===== config.mk =====
export PLATFORM = sky130hd
export DESIGN_NAME = servant_irq_ctrl
export DESIGN_NICKNAME = d
export VERILOG_FILES = /design/src/rtl/servant_irq_ctrl.sv
export SDC_FILE = /design/constraint.sdc
export NUM_CORES = 1
export LEC_CHECK = 0
export BUFFER_PORTS_ARGS = -buffer_cell sky130_fd_sc_hd__buf_2
export CAP_MARGIN = 20
export CORE_ASPECT_RATIO = 0.8
export CORE_MARGIN = 2
export CORE_UTILIZATION = 40
export CTS_CLUSTER_DIAMETER = 120
export CTS_CLUSTER_SIZE = 25
export DETAILED_ROUTE_END_ITERATION = 8
export HOLD_SLACK_MARGIN = 0.05
export PLACE_DENSITY = 0.69
export SLEW_MARGIN = 20
export SYNTH_ARGS = -nofsm -noshare
export SYNTH_HDL_FRONTEND = slang
export SYNTH_SLANG_ARGS = --single-unit

===== constraint.sdc =====
create_clock -name wb_clk -period 6.06 [get_ports wb_clk]
set_input_delay 0.303 -clock wb_clk [delete_from_list [all_inputs] [get_ports wb_clk]]
set_output_delay 0.303 -clock wb_clk [all_outputs]
set_load 0.005 [all_outputs]

===== src/rtl/servant_irq_ctrl.sv =====
// Interrupt/timer controller for the servant SoC: prescaled 32-bit mtime with
// mtimecmp compare, plus NSRC edge-triggered external sources with claim.
module servant_irq_ctrl #(
  parameter int unsigned NSRC       = 4,
  parameter int unsigned PRESCALE_W = 8
) (
  input  logic            wb_clk,
  input  logic            wb_rst_n,
  input  logic [2:0]      i_wb_adr,
  input  logic [31:0]     i_wb_dat,
  input  logic            i_wb_we,
  input  logic            i_wb_cyc,
  output logic [31:0]     o_wb_rdt,
  output logic            o_wb_ack,
  input  logic [NSRC-1:0] i_irq,
  output logic            o_timer_irq,
  output logic            o_ext_irq
);

  typedef enum logic [2:0] {
    ADR_MTIME    = 3'd0,
    ADR_MTIMECMP = 3'd1,
    ADR_PENDING  = 3'd2,
    ADR_ENABLE   = 3'd3,
    ADR_CLAIM    = 3'd4,
    ADR_CTRL     = 3'd5
  } reg_adr_e;

  logic [31:0]           mtime_q,    mtime_d;
  logic [31:0]           mtimecmp_q, mtimecmp_d;
  logic [NSRC-1:0]       pending_q,  pending_d;
  logic [NSRC-1:0]       enable_q,   enable_d;
  logic [NSRC-1:0]       irq_q;
  logic [PRESCALE_W-1:0] div_q,      div_d;
  logic [PRESCALE_W-1:0] presc_q,    presc_d;
  logic                  ten_q,      ten_d;
  logic                  ack_q;
  logic [31:0]           rdt_q,      rdt_d;

  logic            access, wr, rd, tick;
  logic            claim_valid, claim_take;
  logic [4:0]      claim_id;
  logic [NSRC-1:0] claim_onehot, clr_mask, src_edge, masked;
  reg_adr_e        adr;

  assign adr      = reg_adr_e'(i_wb_adr);
  assign access   = i_wb_cyc & ~ack_q;
  assign wr       = access & i_wb_we;
  assign rd       = access & ~i_wb_we;
  assign tick     = ten_q & (presc_q == div_q);
  assign src_edge = i_irq & ~irq_q;
  assign masked   = pending_q & enable_q;

  // Lowest index wins: scan downward so the last hit is the smallest index.
  always_comb begin
    claim_valid  = 1'b0;
    claim_id     = 5'd0;
    claim_onehot = '0;
    for (int i = NSRC - 1; i >= 0; i--) begin
      if (masked[i]) begin
        claim_valid  = 1'b1;
        claim_id     = 5'(i);
        claim_onehot = NSRC'(1) << i;
      end
    end
  end

  assign claim_take = rd & (adr == ADR_CLAIM) & claim_valid;

  // NOTE: every output of this block gets a default first, so no path can
  // leave a value unassigned and infer a latch.
  always_comb begin
    mtime_d    = mtime_q;
    mtimecmp_d = mtimecmp_q;
    enable_d   = enable_q;
    div_d      = div_q;
    ten_d      = ten_q;
    presc_d    = presc_q;
    rdt_d      = 32'd0;
    clr_mask   = '0;

    if (!ten_q || tick) presc_d = '0;
    else                presc_d = presc_q + 1'b1;
    if (tick) mtime_d = mtime_q + 32'd1;

    if (wr) begin
      unique case (adr)
        ADR_MTIME:    mtime_d    = i_wb_dat;
        ADR_MTIMECMP: mtimecmp_d = i_wb_dat;
        ADR_PENDING:  clr_mask   = i_wb_dat[NSRC-1:0];
        ADR_ENABLE:   enable_d   = i_wb_dat[NSRC-1:0];
        ADR_CTRL: begin
          div_d   = i_wb_dat[PRESCALE_W+7:8];
          ten_d   = i_wb_dat[0];
          presc_d = '0;
        end
        default: ;
      endcase
    end

    if (rd) begin
      unique case (adr)
        ADR_MTIME:    rdt_d = mtime_q;
        ADR_MTIMECMP: rdt_d = mtimecmp_q;
        ADR_PENDING:  rdt_d = 32'(pending_q);
        ADR_ENABLE:   rdt_d = 32'(enable_q);
        ADR_CLAIM:    rdt_d = claim_valid ? {1'b1, 26'd0, claim_id} : 32'd0;
        ADR_CTRL:     rdt_d = (32'(div_q) << 8) | 32'(ten_q);
        default:      rdt_d = 32'd0;
      endcase
    end

    if (claim_take) clr_mask = clr_mask | claim_onehot;
    // A fresh edge always beats a clear in the same cycle.
    pending_d = (pending_q & ~clr_mask) | src_edge;
  end

  // NOTE: state updates use non-blocking assignments so every flop samples
  // the pre-edge values; reset is synchronous and covers all state.
  always_ff @(posedge wb_clk) begin
    if (!wb_rst_n) begin
      mtime_q    <= 32'd0;
      mtimecmp_q <= 32'hFFFF_FFFF;
      pending_q  <= '0;
      enable_q   <= '0;
      irq_q      <= '0;
      div_q      <= '0;
      presc_q    <= '0;
      ten_q      <= 1'b0;
      ack_q      <= 1'b0;
      rdt_q      <= 32'd0;
    end else begin
      mtime_q    <= mtime_d;
      mtimecmp_q <= mtimecmp_d;
      pending_q  <= pending_d;
      enable_q   <= enable_d;
      irq_q      <= i_irq;
      div_q      <= div_d;
      presc_q    <= presc_d;
      ten_q      <= ten_d;
      ack_q      <= access;
      rdt_q      <= rdt_d;
    end
  end

  assign o_wb_ack    = ack_q;
  assign o_wb_rdt    = rdt_q;
  assign o_timer_irq = ten_q & (mtime_q >= mtimecmp_q);
  assign o_ext_irq   = |masked;

endmodule

==> flow_metrics.env, run 1 <==
export IMPL_hold_depth=3
export IMPL_synth_seq_cells=126
export IMPL_grt_antenna_before_repair=0
export IMPL_ir_drop_mv=0.192
export IMPL_ff2ff_path_depth=6
export IMPL_min_path_type="primary input to flip-flop"
export IMPL_postCtsSetupRepairBufs=0
export IMPL_yosysWarnings=0
export IMPL_rsz0062_at_grt="false"
export IMPL_synth_top_family_by_area="simple AND/OR/NAND/NOR gates"
export IMPL_clockRootBuffer="clkbuf_16"
export IMPL_fin_crit_sh_pct=52.2
export IMPL_grt_usage_pct=19.8
export IMPL_port_buffers=77
export IMPL_drt_pre_antenna_iters=5
export IMPL_final_nets=846
export IMPL_intPower_uw=1650
export IMPL_place_congestion=0.839
export IMPL_async_reset_ff_share_pct=0
export IMPL_cts_tree="built"
export IMPL_grt_pass1_vias=4785
export IMPL_grt_pass1_wl_mm=24.9
export IMPL_die_w_um=142
export IMPL_switchingPower_uw=446
export IMPL_synth_area_um2=6070
export IMPL_clkPwrFrac_pct=54.2
export IMPL_fin_worst_skew_ns=0.00769
export IMPL_synth_compound_area_share_pct=16.4
export IMPL_clock_sinks=126
export IMPL_wl_per_cell_um=16.0
export IMPL_powerDensity_nw_per_um2=290
export IMPL_ys_flop_type="dfxtp_1"
export IMPL_rows=40
export IMPL_crit_arrival_ns=2.86
export IMPL_outcome="complete, no violations"
export IMPL_cp_data_required_time_ns=5.76
export IMPL_finalHoldViolCount=0
export IMPL_h_tree_depth=4
export IMPL_numCtsBuffers=17
export IMPL_synthMuxAreaShare_pct=3.40
export IMPL_cts_max_path_buffers=2
export IMPL_p_seq_share_pct=40.8
export IMPL_vias_per_cell=5.34
export IMPL_power_uw=2100
export IMPL_yosys_area_share_xor_xnor_pct=6.49
export IMPL_start_util_pct=40.7
export IMPL_drc=0
export IMPL_clk_pin_slew_ns=0.06
export IMPL_synth_edf_count=0
export IMPL_antenna_cells=0
export IMPL_hpwl_mm=10.6
export IMPL_drtIter0Drc=465
export IMPL_yosys_area_share_simple_pct=20.0
export IMPL_p_leak_uw=0.00318
export IMPL_insertion_delay_ns=0.42
export IMPL_coreArea_um2=14900
export IMPL_setup_tns_ns=0
export IMPL_synth_cells=706
export IMPL_relSlewSlack_pct=29.5
export IMPL_syn_nets=783
export IMPL_syn_area_per_cell_um2=8.60
export IMPL_setup_slack_ns=2.90
export IMPL_path_class="flip-flop to primary output"
export IMPL_setup_viol=0
export IMPL_power_frac_comb_pct=5.0
export IMPL_die_h_um=114
export IMPL_area_growth_pct=19.2
export IMPL_crit_fanout=8
export IMPL_fill_cells=1447
export IMPL_drt_wl_total_mm=15.5
export IMPL_netlist_top_cells_area="dfxtp_1 42%, ha_1 7.0%, nand2_1 5.1%"
export IMPL_synth_top_cell_by_area="dfxtp_1"
export IMPL_rrSetupSlack_ns=3.79
export IMPL_place_ws_ns=2.95
export IMPL_io_pins=78
export IMPL_synth_distinct_cells=51
export IMPL_ctsResizeCount=0
export IMPL_vias=5186
export IMPL_antenna_left=0
export IMPL_cts_hold_buf=0
export IMPL_die_area_um2=16200
export IMPL_synth_top_area_share_pct=41.6
export IMPL_drv_cap=0
export IMPL_grt_overflow=0
export IMPL_drive_gt1_share_pct=16.4
export IMPL_synthAdderAreaFrac_pct=7.01
export IMPL_drv_slew=0
export IMPL_end_kind="primary output"
export IMPL_grt_max_degree=65
export IMPL_min_period_ns=3.16
export IMPL_start_kind="flip-flop"
export IMPL_worst_slew_pin_slew_ns=1.05
export IMPL_switching_share_pct=21.3
export IMPL_seq_area_frac_synth_pct=41.6
export IMPL_max_freq_mhz=316
cell usage in the layout (no fill, tap or decap), types with 12 or more instances in the layout:
cell,n
a22oi_1,31
mux2i_1,15
xnor2_1,16
a21oi_1,23
nand3_1,23
buf_2,77
nor2_1,81
o21ai_0,39
inv_1,42
nand4_1,12
ha_1,34
o211ai_1,32
xor2_1,29
dfxtp_1,126
a211oi_1,13
nand2_1,83
clkbuf_16,17
cell type report:
class                      count  area, um2  area share [%]
multi-input combinational    500       3250            44.9
clock buffer                  20        437            6.04
clock inverter                12        216            2.99
inverter                      43        161            2.23
timing repair buffer          81        415            5.74
tap                          189        236            3.27
sequential                   126       2520            34.9
metal layers:
metal | share of wire [%] | track usage (%)
met1 | 50 | 28.1
met3 | 6.5 | 5.56
met4 | 0.95 | 5.47
met2 | 43 | 29.4
met5 | 0 | 0
Yosys cell counts, drive strengths merged, types with 2 or more instances:
| library cell | count |
|---|---|
| a211oi | 15 |
| nor2 | 81 |
| nor3b | 2 |
| dfxtp | 126 |
| and3 | 10 |
| ha | 34 |
| o21ai | 39 |
| mux2 | 3 |
| nand4 | 15 |
| nor2b | 6 |
| nand2 | 83 |
| a21oi | 23 |
| a32oi | 2 |
| inv | 42 |
| buf | 11 |
| mux2i | 15 |
| nor3 | 10 |
| and4 | 7 |
| a32o | 2 |
| xnor2 | 16 |
| and2 | 5 |
| xor2 | 29 |
| o211ai | 32 |
| nand3 | 24 |
| nand2b | 2 |
| a22oi | 31 |
| clkbuf | 26 |
path summary, 6_finish.rpt:
kind,from,endpoint
worst max-delay path,mtime_q[8],o_timer_irq
worst min-delay path,i_irq[3],irq_q[3]
worst max register to register,presc_q[0],mtime_q[8]
worst min register to register,irq_q[3],pending_q[3]
metrics by stage:
| stage | instances | area, um2 | utilization (%) | hold slack [ns] |
|---|---|---|---|---|
| floorplan | 706 | 6070 | - | 0.399 |
| global placement | 939 | 6580 | 44.1 | 0.402 |
| detailed placement | 939 | 6580 | 44.1 | 0.413 |
| CTS | 971 | 7230 | 48.5 | 0.0696 |
| global route | 971 | 7230 | 48.5 | 0.0859 |
| finish | 971 | 7230 | 48.5 | 0.0741 |
state kept, by name, indices dropped and copies added (netlist names):
signal and flops:
pending_q 4, mtimecmp_q 32, presc_q 8, irq_q 4, mtime_q 32, o_wb_rdt 32
div_q 8, enable_q 4, ten_q 1, o_wb_ack 1
cells by family after synthesis:
family | count (synthesis)
AND/OR/NAND/NOR | 252
AO/OA/AOI/OAI | 150
flip-flops | 126
buffers and inverters | 80
XOR/XNOR | 45
adder cells (fa/ha/maj) | 34
multiplexers | 19
power groups by stage:
stage	Clock (uW)	Sequential (uW)	Combinational, uW
6_report	1140	856	104
2_1_floorplan	0	870	61.7
5_1_grt	1190	857	115
3_3_place_gp	0	873	103
3_5_place_dp	0	873	103
4_1_cts	1150	856	105
worst max-delay path, stage by stage (launching register included):
cell and delay (ns):
dfxtp_1 0.40, ha_1 0.33, and4_1 0.21, or4b_2 0.59, a31oi_1 0.20, nor3_1 0.09
o41ai_1 0.43, buf_2 0.19
No activity file was read; power rests on OpenSTA's default activity.
==> run 2, diff against run 1 <==
Clock period 6.06 ns to 3.3 ns, I/O delays scaled along.
==> run 2 against run 1 <==
  * Worst setup slack worse by 2.6 ns
  * Combinational power up 120%
  * Cell count up 4.1%
  * Largest power group unchanged
==> flow_metrics.env, run 2 (synthesis results as in run 1) <==
export IMPL_final_util_pct=50.8
export IMPL_ir_drop_mv=0.340
export IMPL_antenna_left=0
export IMPL_coreArea_um2=14900
export IMPL_cts_tree="built"
export IMPL_grt_pass1_vias=5176
export IMPL_worst_slew_pin_slew_ns=0.754
export IMPL_grt_overflow=0
export IMPL_drc=0
export IMPL_drt_wl_total_mm=16.1
export IMPL_p_leak_uw=0.00333
export IMPL_grt_max_degree=35
export IMPL_vias_per_cell=5.33
export IMPL_grt_use_met3_pct=3.89
export IMPL_start_util_pct=40.7
export IMPL_insertion_delay_ns=0.42
export IMPL_port_buffers=77
export IMPL_clock_sinks=126
export IMPL_rrSetupSlack_ns=1.07
export IMPL_rows=40
export IMPL_cts_hold_buf=33
export IMPL_drtIter0Drc=439
export IMPL_die_area_um2=16200
export IMPL_die_w_um=142
export IMPL_end_kind="primary output"
export IMPL_rsz0062_at_grt="false"
export IMPL_numCtsBuffers=17
export IMPL_layout_cells_most_common_list="126 x dfxtp_1, 83 x nand2_1, 81 x nor2_1"
export IMPL_fin_crit_sh_pct=90.7
export IMPL_vias=5385
export IMPL_powerDensity_nw_per_um2=492
export IMPL_min_period_ns=2.99
export IMPL_h_tree_depth=4
export IMPL_final_common_cell="dfxtp_1"
export IMPL_io_pins=78
export IMPL_place_congestion=0.877
export IMPL_wl_per_cell_um=15.9
export IMPL_postCtsSetupRepairBufs=0
export IMPL_cp_data_required_time_ns=3.13
export IMPL_path_class="flip-flop to primary output"
export IMPL_cts_max_path_buffers=2
export IMPL_hpwl_mm=11.1
export IMPL_drt_pre_antenna_iters=5
export IMPL_grt_pass1_wl_mm=26.4
export IMPL_area_growth_pct=24.9
export IMPL_drv_slew=0
export IMPL_grt_usage_pct=20.8
export IMPL_max_freq_mhz=334
export IMPL_outcome="complete, no violations"
export IMPL_crit_fanout=4
export IMPL_grt_antenna_before_repair=0
export IMPL_crit_arrival_ns=2.83
export IMPL_min_path_type="primary input to flip-flop"
export IMPL_clk_pin_slew_ns=0.05
export IMPL_clockRootBuffer="clkbuf_16"
export IMPL_setup_tns_ns=0
export IMPL_grt_busiest_layer="met2"
export IMPL_drv_cap=0
export IMPL_drive_gt1_share_pct=16.5
export IMPL_finalHoldViolCount=0
export IMPL_antenna_cells=0
export IMPL_die_h_um=114
export IMPL_relSlewSlack_pct=49.5
export IMPL_final_nets=886
export IMPL_start_kind="flip-flop"
export IMPL_ctsResizeCount=0
export IMPL_grt_use_met2_pct=31.1
export IMPL_fin_worst_skew_ns=0.00968
export IMPL_met1_usage_pct=29.8
export IMPL_setup_viol=0
-- run 2: cell count changes in the layout (fill, tap and decap cells not counted), sizes merged --
cell,previous run,this run
clkinvlp,1,3
clkbuf,20,22
buf,81,88
bufinv,6,3
dlygate4sd3,0,33
clkinv,6,5
-- run 2: cell type report --
cell class | count | area [um2]
fill | 1381 | 7330
clock buffer | 22 | 474
multi-input combinational | 500 | 3240
inverter | 43 | 161
clock inverter | 10 | 136
tap | 189 | 236
timing repair buffer | 121 | 811
sequential | 126 | 2520
-- run 2: metrics by stage --
stage | hold WS (ns) | std cells | setup WS, ns | power [uW] | cell area [um2]
after floorplan | 0.272 | 706 | 1.12 | 1710 | 6070
after global placement | 0.371 | 946 | 0.737 | 1800 | 6640
after detailed placement | 0.375 | 946 | 0.713 | 1800 | 6640
after CTS | 0.0564 | 1011 | 0.261 | 3750 | 7580
after global routing | 0.0852 | 1011 | 0.171 | 3840 | 7580
final | 0.0647 | 1011 | 0.308 | 3730 | 7580
-- run 2: worst paths after layout --
check,startpoint,depth (start not counted),endpoint
setup / recovery,mtime_q[0],9,o_timer_irq
hold / removal,i_wb_dat[0],3,mtimecmp_q[0]
setup reg to reg,presc_q[0],6,mtime_q[31]
hold reg to reg,irq_q[3],1,pending_q[3]
-- run 2: worst max-delay path: stages (launching register included) --
cell and delay [ns]:
dfxtp_1 0.37, inv_1 0.09, ha_1 0.27, nand2b_1 0.09, a2111oi_0 0.08, or4b_2 0.65, a31oi_1 0.20, nor3_1 0.08
o41ai_1 0.41, buf_2 0.18
-- run 2: where the power goes --
group / switching, uW / internal [uW]
Sequential: 22.0 / 1550
Combinational: 125 / 101
Clock: 685 / 1240
-- run 2: layer usage --
| layer | wire length, um | part of all wire (%) | vias up |
|---|---|---|---|
| met2 | 6840 | 43 | 197 |
| met5 | 0 | 0 | - |
| met1 | 7860 | 49 | 2489 |
| li1 | - | - | 2678 |
| met3 | 1110 | 6.9 | 21 |
| met4 | 268 | 1.7 | 0 |
==> run 3, diff against run 2 <==
Clock period 3.3 ns to 3.26 ns, I/O delays scaled along.
==> run 3 against run 2 <==
  * Cell count decreased by 0.30%
  * Combinational power increased by 2%
  * Hold slack got worse by 0.0050 ns
  * Global-route usage decreased by 0.40 points
  * Core utilization decreased by 0.15 points
  * Total power increased by 0.66%
  * Clock power about the same
  * Via count increased by 1.0%
==> flow_metrics.env, run 3 (synthesis results as in run 1) <==
export IMPL_outcome="complete, no violations"
export IMPL_rsz0062_at_grt="false"
export IMPL_hold_depth=3
export IMPL_fin_worst_skew_ns=0.00705
export IMPL_rr_endpoint="mtime_q[6]"
export IMPL_crit_fanout=4
export IMPL_powerDensity_nw_per_um2=496
export IMPL_grt_antenna_before_repair=0
export IMPL_coreArea_um2=14900
export IMPL_port_buffers=77
export IMPL_drt_pre_antenna_iters=6
export IMPL_drv_cap=0
export IMPL_crit_arrival_ns=2.91
export IMPL_vias=5439
export IMPL_drive_gt1_share_pct=16.4
export IMPL_holdPathEnd="mtimecmp_q[8]"
export IMPL_min_from="i_wb_dat[8]"
export IMPL_wl_per_cell_um=16.2
export IMPL_power_uw=3750
export IMPL_drtIter0Drc=434
export IMPL_grt_overflow=0
export IMPL_worst_slew_pin_slew_ns=0.790
export IMPL_final_common_cell="dfxtp_1"
export IMPL_r2r_start="presc_q[0]"
export IMPL_numCtsBuffers=17
export IMPL_fill_cells=1425
export IMPL_relSlewSlack_pct=47.1
export IMPL_max_freq_mhz=326
export IMPL_setup_viol=0
export IMPL_cp_data_required_time_ns=3.10
export IMPL_die_h_um=114
export IMPL_area_growth_pct=24.5
export IMPL_cts_max_path_buffers=2
export IMPL_grt_pass1_wl_mm=25.8
export IMPL_drt_wl_total_mm=16.3
export IMPL_place_congestion=0.869
export IMPL_placed_cells=946
export IMPL_hpwl_mm=11.0
export IMPL_cp_slowest_cell="or4b_2"
export IMPL_min_period_ns=3.07
export IMPL_min_path_type="primary input to flip-flop"
export IMPL_power_frac_comb_pct=6.1
export IMPL_final_util_pct=50.7
export IMPL_switching_share_pct=21.6
export IMPL_final_nets=885
export IMPL_antenna_cells=0
export IMPL_critPathMaxStageDelay_ns=0.65
export IMPL_path_class="flip-flop to primary output"
export IMPL_startpoint="mtime_q[0]"
export IMPL_vias_per_cell=5.40
export IMPL_clkPwrFrac_pct=51.5
export IMPL_ff2ff_path_depth=6
export IMPL_antenna_left=0
export IMPL_setup_tns_ns=0
export IMPL_fin_crit_sh_pct=94.1
export IMPL_cp_cell_sequence="inv_1 -> ha_1 -> nand2b_1 -> a2111oi_0 -> or4b_2 -> a31oi_1 -> nor3_1 -> o41ai_1 -> buf_2"
export IMPL_insertion_delay_ns=0.42
export IMPL_clockRootBuffer="clkbuf_16"
export IMPL_p_seq_share_pct=42.4
export IMPL_start_kind="flip-flop"
export IMPL_layout_cells_most_common_list="126 x dfxtp_1, 83 x nand2_1, 81 x nor2_1"
export IMPL_die_w_um=142
export IMPL_cts_tree="built"
export IMPL_stdcell_count=1008
export IMPL_rows=40
export IMPL_p_leak_uw=0.00333
export IMPL_grt_max_degree=37
export IMPL_io_pins=78
export IMPL_end_kind="primary output"
export IMPL_clock_sinks=126
export IMPL_grt_usage_pct=20.4
export IMPL_die_area_um2=16200
export IMPL_finalHoldViolCount=0
export IMPL_start_util_pct=40.7
export IMPL_rrSetupSlack_ns=1.01
export IMPL_drc=0
export IMPL_switchingPower_uw=812
export IMPL_clk_pin_slew_ns=0.05
export IMPL_intPower_uw=2940
export IMPL_drv_slew=0
export IMPL_setup_slack_ns=0.191
export IMPL_place_ws_ns=0.657
export IMPL_grt_pass1_vias=5114
export IMPL_h_tree_depth=4
export IMPL_ir_drop_mv=0.394
-- run 3: changes by cell type in the layout (fill, tap and decap cells not counted) --
cell,before,now
clkinvlp_4,3,0
clkbuf_8,3,4
clkinv_2,3,4
clkinv_4,1,0
dlygate4sd3_1,33,32
-- run 3: final cells by class --
type / count / area, um2 / share of cell area (%)
clock buffer: 23 / 488 / 6.46
inverter: 43 / 161 / 2.14
timing repair buffer: 120 / 801 / 10.6
sequential: 126 / 2520 / 33.4
tap: 189 / 236 / 3.13
multi-input combinational: 500 / 3240 / 42.8
clock inverter: 7 / 110 / 1.46
-- run 3: power groups by stage --
stage               sequential, uW  combinational, uW  clock [uW]
floorplan                     1620                115           0
detailed placement            1620                197           0
global route                  1590                252        2010
CTS                           1590                229        1950
finish                        1590                230        1930
global placement              1620                196           0
-- run 3: routing by layer --
metal  GRT usage [%]  part of all wire [%]
met4            7.67                   2.2
met5               0                     0
met2            31.5                    44
met1            28.1                    48
met3            4.22                   6.1
-- run 3: repair_timing --
item,4_1_cts,5_1_grt
buffers inserted,0,0
resized for setup,0,0
endpoints found under the hold margin,48,0
hold buffers,32,0
-- run 3: worst max-delay path: cells and delay by family, from the launching register on --
| family | cells | cell delay (ns) |
|---|---|---|
| adders and majority gates | 1 | 0.28 |
| and+or+nand+nor | 3 | 0.85 |
| AOI/OAI and AO/OA | 3 | 0.70 |
| DFF | 1 | 0.38 |
| buffers and inverters | 2 | 0.28 |
-- run 3: how the worst max path moves through the flow --
stage	cells past startpoint	slack (ns)	end
after global placement	9	0.70	o_timer_irq
after floorplan	8	1.08	o_timer_irq
final	9	0.19	o_timer_irq
after global routing	9	0.13	o_timer_irq
after detailed placement	9	0.66	o_timer_irq
after CTS	9	0.17	o_timer_irq
-- run 3: through the flow --
| stage | hold slack [ns] | area [um2] |
|---|---|---|
| 3_3_place_gp | 0.369 | 6640 |
| 2_1_floorplan | 0.270 | 6070 |
| 5_1_grt | 0.0761 | 7560 |
| 6_report | 0.0597 | 7560 |
| 4_1_cts | 0.0537 | 7560 |
| 3_5_place_dp | 0.373 | 6640 |
